### config.mk
export PLATFORM = sky130hd
export DESIGN_NAME = wbuidleintn
export DESIGN_NICKNAME = d
export VERILOG_FILES = /design/src/rtl/wbu_pkg.sv /design/src/rtl/wbuintlatch.sv /design/src/rtl/wbuidleintn.sv
export SDC_FILE = /design/constraint.sdc
export NUM_CORES = 1
export LEC_CHECK = 0
export ABC_AREA = 1
export CORE_MARGIN = 1.5
export CORE_UTILIZATION = 49
export CTS_CLUSTER_DIAMETER = 60
export DETAILED_ROUTE_END_ITERATION = 8
export PLACE_DENSITY = 0.79
export SYNTH_ARGS = -nofsm -noshare
export SYNTH_HDL_FRONTEND = slang
export SYNTH_HIERARCHICAL = 1
export SYNTH_SLANG_ARGS = --single-unit
### constraint.sdc
create_clock -name i_clk -period 1.8 [get_ports i_clk]
set_input_delay 0.18 -clock i_clk [delete_from_list [all_inputs] [get_ports i_clk]]
set_output_delay 0.18 -clock i_clk [all_outputs]
set_load 0.02 [all_outputs]
### src/rtl/wbu_pkg.sv
// Shared constants and FSM state type for the wbu return-path stages.
package wbu_pkg;

    localparam int WBU_CWW = 36;

    localparam logic [5:0] HDR_IDLE     = 6'h0;
    localparam logic [5:0] HDR_IDLEBUSY = 6'h1;
    localparam logic [5:0] HDR_INT      = 6'h4;

    typedef enum logic [1:0] {
        IDLE = 2'd0,
        SEND = 2'd1,
        GAP  = 2'd2
    } state_t;

endpackage

### src/rtl/wbuintlatch.sv
// Per-channel rising-edge latch: a rise sets its pending bit, which stays set
// until the interrupt word that reported it is accepted downstream.
module wbuintlatch #(
    parameter int NINT = 4
) (
    input  logic            i_clk,
    input  logic            i_reset,
    input  logic [NINT-1:0] i_int,
    input  logic [NINT-1:0] clr,
    output logic [NINT-1:0] pending
);

    logic [NINT-1:0] prev;
    logic [NINT-1:0] rise;

    assign rise = i_int & ~prev;

    // A rise on the clearing cycle wins over the clear, so no edge is lost.
    always_ff @(posedge i_clk) begin
        if (i_reset) begin
            prev    <= '0;
            pending <= '0;
        end else begin
            prev    <= i_int;
            pending <= (pending & ~clr) | rise;
        end
    end

endmodule

### src/rtl/wbuidleintn.sv
// Idle/interrupt inserter for the wbu return path with NINT interrupt channels.
// Define WBUIDLEINT_RESEND_EN to re-announce held-high lines once per idle period.
module wbuidleintn
    import wbu_pkg::*;
#(
    parameter int NINT   = 4,
    parameter int LGIDLE = 26
) (
    input  logic               i_clk,
    input  logic               i_reset,
    input  logic               i_stb,
    input  logic [WBU_CWW-1:0] i_codword,
    input  logic               i_cyc,
    input  logic [NINT-1:0]    i_int,
    output logic               o_stb,
    output logic [WBU_CWW-1:0] o_codword,
    output logic               o_busy,
    input  logic               i_tx_busy
);

    state_t state, next_state;

    logic [LGIDLE:0]    idle_cnt;
    logic               idle_expired;
    logic [NINT-1:0]    pending;
    logic [NINT-1:0]    clr;
    logic [NINT-1:0]    sent_mask;
    logic [NINT-1:0]    load_mask;
    logic               sent_is_int;
    logic               load_is_int;
    logic               load_en;
    logic               accept;
    logic [WBU_CWW-1:0] load_word;
    logic [29:0]        pend_payload;
`ifdef WBUIDLEINT_RESEND_EN
    logic [29:0]        int_payload;
`endif

    assign idle_expired = idle_cnt[LGIDLE];
    assign accept       = (state == SEND) && !i_tx_busy;
    // Only the bits actually reported in the accepted word are retired.
    assign clr          = (accept && sent_is_int) ? sent_mask : '0;

    wbuintlatch #(
        .NINT(NINT)
    ) u_latch (
        .i_clk   (i_clk),
        .i_reset (i_reset),
        .i_int   (i_int),
        .clr     (clr),
        .pending (pending)
    );

    always_comb begin
        pend_payload             = '0;
        pend_payload[NINT-1:0]   = pending;
`ifdef WBUIDLEINT_RESEND_EN
        int_payload              = '0;
        int_payload[NINT-1:0]    = i_int;
`endif
    end

    always_comb begin
        load_en     = 1'b0;
        load_word   = '0;
        load_is_int = 1'b0;
        load_mask   = '0;
        if (i_stb) begin
            load_en   = 1'b1;
            load_word = i_codword;
        end else if (|pending) begin
            load_en     = 1'b1;
            load_word   = {HDR_INT, pend_payload};
            load_is_int = 1'b1;
            load_mask   = pending;
        end else if (idle_expired) begin
            load_en = 1'b1;
`ifdef WBUIDLEINT_RESEND_EN
            // Resent levels leave pending untouched, so load_is_int stays 0.
            if (|(i_int & ~pending))
                load_word = {HDR_INT, int_payload};
            else
                load_word = {(i_cyc ? HDR_IDLEBUSY : HDR_IDLE), 30'h0};
`else
            load_word = {(i_cyc ? HDR_IDLEBUSY : HDR_IDLE), 30'h0};
`endif
        end
    end

    always_ff @(posedge i_clk) begin
        if (i_reset)
            state <= IDLE;
        else
            state <= next_state;
    end

    always_comb begin
        next_state = state;
        case (state)
            IDLE:    if (load_en) next_state = SEND;
            SEND:    if (!i_tx_busy) next_state = GAP;
            GAP:     next_state = IDLE;
            default: next_state = IDLE;
        endcase
    end

    always_comb begin
        o_stb  = 1'b0;
        o_busy = 1'b0;
        case (state)
            IDLE:    begin o_stb = 1'b0; o_busy = 1'b0; end
            SEND:    begin o_stb = 1'b1; o_busy = 1'b1; end
            GAP:     begin o_stb = 1'b0; o_busy = 1'b1; end
            default: begin o_stb = 1'b0; o_busy = 1'b0; end
        endcase
    end

    always_ff @(posedge i_clk) begin
        if (i_reset) begin
            o_codword   <= '0;
            sent_is_int <= 1'b0;
            sent_mask   <= '0;
        end else if (state == IDLE && load_en) begin
            o_codword   <= load_word;
            sent_is_int <= load_is_int;
            sent_mask   <= load_mask;
        end
    end

    always_ff @(posedge i_clk) begin
        if (i_reset)
            idle_cnt <= '0;
        else if (i_stb || o_stb)
            idle_cnt <= '0;
        else if (!idle_cnt[LGIDLE])
            idle_cnt <= idle_cnt + (LGIDLE+1)'(1);
    end

endmodule

======== Word-level counts from Yosys, hierarchy flattened ========
Index checks and enable logic that the tools add are counted.
word-level totals
  register bits ........................... 78
  latch bits .............................. 0
  RAM bits ................................ 0
  bits in read-only memories .............. 0
  bits of input ports ..................... 45
  word-level logic and storage cells ...... 46
  memories ................................ 0
operators by class
  add/subtract/negate cells ............... 1
  multipliers ............................. 0
  divide/modulo/power cells ............... 0
  $lt $le $gt $ge ......................... 0
  equal/unequal tests ..................... 4
  shift-type cells ........................ 0
  muxes and demuxes ....................... 18
  bitwise operators ....................... 5
  reduce and logical (&&, ||, !) cells .... 10
operators with widths
  kind                                                                    count
  36-bit two-way mux                                                      1
  33-bit two-way mux                                                      1
  31-bit two-way mux                                                      1
  27-bit by 1-bit adder with 27-bit output (second input constant)        1
  27-bit two-way mux                                                      1
  4-bit two-way mux                                                       3
  4-bit AND                                                               2
  1-bit two-way mux                                                       8
  4-bit NOT                                                               2
  2-bit two-way mux                                                       2
  2-bit != test (second input constant)                                   2
  4-bit OR                                                                1
  2-bit one-hot mux with 2 select lines                                   1
  2-bit OR reduction                                                      2
  4-bit OR reduction                                                      1
  1-bit logical AND                                                       3
  2-bit by 1-bit equality test with 1-bit output (second input constant)  1
  2-bit equality test (second input constant)                             1
  2-bit logical NOT                                                       1
  2-bit AND reduction                                                     1
  1-bit logical NOT                                                       1
  1-bit logical OR                                                        1

======== Logic depth before layout (Yosys ltp) ========
Gate-level depths: netlist of the first run.
  word-level depth ........................ 7
  gate-level depth with buffers ........... 9

======== Modules after synthesis ========
Netlist of the first run, hierarchy kept.
modules (own cells, without submodules)
  module       instances  cells each  area an instance (um^2)  seq. area each (um^2)
  wbuidleintn  1          452         3168.0                   1401.3
  wbuintlatch  1          37          279.0                    160.2

======== Least setup slack after synthesis of the first run ========
OpenSTA, ideal clock, no wires.
  path type ............................... register to register
  from .................................... reg state[1]
  to ...................................... reg idle_cnt[10]
  setup time .............................. 0.071 ns
  arrival time ............................ 1.312 ns
  setup slack ............................. 0.417 ns
  cell stages (with the launch flop) ...... 7
  path buffers ............................ 1
  path through ............................ dfxtp_1 -> inv_1 -> ha_1 -> nor3_2 -> inv_1 -> clkbuf_1 -> a21oi_1
between the ends
  word-level cells in the longest chain between the ends .. 4
RTL lines
  what                                            line                RTL
  from (decl)                                     wbuidleintn.sv:21   state_t state, next_state;
  from (signal assigned)                          wbuidleintn.sv:94   state <= next_state;
  2-bit by 1-bit equality test with 1-bit output  wbuidleintn.sv:110  case (state)
  1-bit two-way mux                               wbuidleintn.sv:110
  named net o_stb                                 wbuidleintn.sv:15   output logic o_stb,
  1-bit logical OR                                wbuidleintn.sv:133  else if (i_stb || o_stb)
  2-bit OR reduction (no source line)             --
  to (signal assigned)                            wbuidleintn.sv:136  idle_cnt <= idle_cnt + (LGIDLE+1)'(1);
  to (decl)                                       wbuidleintn.sv:23   logic [LGIDLE:0] idle_cnt;
The timed path passes the listed nets, and every way through them passes these cells.
A chain may end at the register's enable or synchronous reset.

======== Final worst setup path of the first run ========
  from .................................... reg state[0]
  to ...................................... out o_busy
between the ends
  word-level cells in the longest chain between the ends .. 3
  elaborated cells on any way between the ends .. 4
  classes of those cells .................. 2 x eq/ne; 1 x mux; 1 x reduce/logical
RTL lines
  what                                                                                          line                RTL
  2-bit by 1-bit equality test with 1-bit output / 2-bit equality test (equally long branches)  wbuidleintn.sv:110
  2-bit OR reduction (no source line) *                                                         --
  1-bit two-way mux *                                                                           wbuidleintn.sv:110
  to (decl)                                                                                     wbuidleintn.sv:17   output logic o_busy,
Mark *: on every way between the ends. The rest lies on a longest branch, timed or not.

==> out/qor.csv, run 1 <==
metric,value,unit
port-buffer-count,82,
grt_pass1_wl,13700,um
p_leak,1.70,nW
grt_max_degree,29,
syn_inst,489,
gp_congestion,0.871,
cts_hold_buf,0,
drc,0,
syn_to_final_growth,31.8,%
ant_nets,0,
rsz0062_at_grt,false,
antenna_found_initial,0,
grt_overflow,0,
die_x,86.9,um
insertion_delay,0.35,ns
status,"complete, no violations",
cts_root_buf,clkbuf_8,
syn_area,3450,um2
track_usage,0.229,
drtPass1Iterations,4,
period_share,0.874,
vias_per_cell,4.93,
hp-class,input port to flip-flop,
ios,83,
wl,8210,um
cp_slowest_cell,dfxtp_1,
die_h,86.9,um
wl_per_cell,12.2,um
power_density,896,nW/um2
critical_path_class,flip-flop to output port,
post_synth_num_cell_types,27,
core_area,6790,um2
fin_skew,0.00678,ns
start_util,0.507,
hpwl,6110,um
maxCapViolCount,0,
cpPeakStageDelay,0.36,ns
slew_violations,0,
holdWs,0.168,ns
crit_buf_inv,2,
crit_fanout,3,
vdd.ir_drop.worst,573,uV
cts_buffer_depth,2,
cts_buffers,9,
crit_family,buffers and inverters,
diodes,0,
num_rows,30,
ys_ff_latch,78,
finalCriticalPeriod,1.57,ns
synth_fp_nets,537,
tns,0,ns
num_vias,3325,
htree_num_levels,3,
fp.dieArea,7550,um2
setup_viol,0,
path_cells,inv_1 > ha_1 > dlygate4sd2_1,
clock-sinks,78,
startpoint_type,flip-flop,
final_util,0.669,
clk_pin_slew,0.08,ns
cts_tree,done,
ys_warn_count,6,
grt_pass1_vias,3207,
avgSynthCellArea,7.05,um2
hold_viol_final,0,
worstPathRequired,1.62,ns
timing.fmax,636,MHz
critPathArrivalTime,1.39,ns
layout-drive-gt1-share,0.0796,
drt_iter0_markers,77,
worstMarginPinSlew,0.466,ns
endpoint_kind,output port,
synth-seq-area-share,0.453,
maxSlewHeadroom,0.689,
fin_nets,621,
==> per-stage QoR <==
step / area, um2 / instances / power [mW] / setup slack (ns)
final: 4540 / 674 / 4.07 / 0.227
after global routing: 4540 / 674 / 4.26 / 0.0368
after CTS: 4540 / 674 / 4.09 / 0.218
after detailed placement: 4370 / 658 / 2.90 / 0.185
after global placement: 4370 / 658 / 2.89 / 0.238
after floorplan: 3450 / 489 / 2.50 / 0.417
==> kinds of logic (layout without fill, tap and decap cells) <==
kind of cell	count (synthesis)	in the layout	share of synthesized area
adder cells (fa/ha/maj)	3	3	0.0109
flip-flops	78	78	0.453
AND/OR/NAND/NOR	261	261	0.336
buffers and inverters	74	163	0.0871
AO/OA/AOI/OAI	68	68	0.100
XOR/XNOR	5	5	0.0127
==> area by class of cell <==
| class | count | area, um2 |
|---|---|---|
| Multi-Input combinational cell | 337 | 1590 |
| Inverter | 54 | 203 |
| Sequential cell | 78 | 1560 |
| Timing Repair Buffer | 93 | 896 |
| Fill cell | 613 | 2250 |
| Clock inverter | 3 | 18.8 |
| Clock buffer | 13 | 159 |
| Tap cell | 96 | 120 |
==> flip-flops by register name (all words and copies together) (netlist names) <==
name and flops:
idle_cnt 27, state 2, u_latch/pending 4, sent_is_int 1
u_latch/prev 4, sent_mask 4, o_codword 36
==> routing by layer <==
metal | GRT usage | share of wire
met4 | 0.110 | 0.025
met2 | 0.385 | 0.48
met1 | 0.266 | 0.42
met3 | 0.0701 | 0.073
met5 | 0 | 0
==> path summary, 6_finish.rpt <==
check | startpoint | to | slack [ns] | cells past startpoint
max | state[0] | o_busy | 0.23 | 3
min | i_reset | u_latch/prev[0] | 0.17 | 2
max reg2reg | u_latch/pending[1] | o_codword[26] | 0.24 | 8
min reg2reg | sent_is_int | sent_is_int | 0.46 | 2
==> worst reg2reg max path: cells and delay by family (launching register included) <==
family / cells / cell delay (ns)
buf+inv: 1 / 0.24
compound gates: 1 / 0.13
simple gates: 6 / 0.80
flops: 1 / 0.34
==> synthesized netlist by cell type <==
cell,count,area [um2]
a21oi_1,59,295
and3_1,1,6.26
buf_2,3,15.0
buf_4,5,37.5
clkbuf_1,12,45.0
dfxtp_1,78,1560
ha_1,3,37.5
inv_1,50,188
inv_2,4,15.0
nand2_1,115,432
nand2_2,3,18.8
nand3_1,59,295
nand3_2,1,10.0
nand3b_1,1,7.51
nand4_1,9,56.3
nor2_1,58,218
nor2_2,7,43.8
nor2_4,3,33.8
nor3_1,1,5.00
nor3_2,1,10.0
nor3_4,1,16.3
o211ai_1,1,7.51
o21ai_0,6,30.0
o21ai_1,1,5.00
o21bai_1,1,7.51
or2_0,1,6.26
xor2_1,5,43.8
==> power by group <==
part           switching, mW  total [mW]  internal, mW
Clock                  0.632        1.21         0.576
Sequential            0.0669        1.91          1.84
Combinational          0.538       0.950         0.412
==> placed cells by master (no fill, tap or decap), types with 7 or more instances in the layout <==
cell type        instances
nand2_1                115
clkdlybuf4s50_1         79
dfxtp_1                 78
nand3_1                 59
a21oi_1                 59
nor2_1                  58
inv_1                   50
clkbuf_8                11
buf_4                   11
nand4_1                  9
nor2_2                   7
==> timing repair <==
item                                    4_1_cts  5_1_grt
gates resized for setup                       2        0
buffers inserted                              0        0
endpoints found under the setup margin        2        0
(Power assumes the default switching activity.)
==> inputs of run 2 (changes only) <==
ABC_CLOCK_PERIOD_IN_PS = 1800   (was not set)
==> results of run 2 <==
The final DEF is identical to that of run 1; final timing and power are the same.
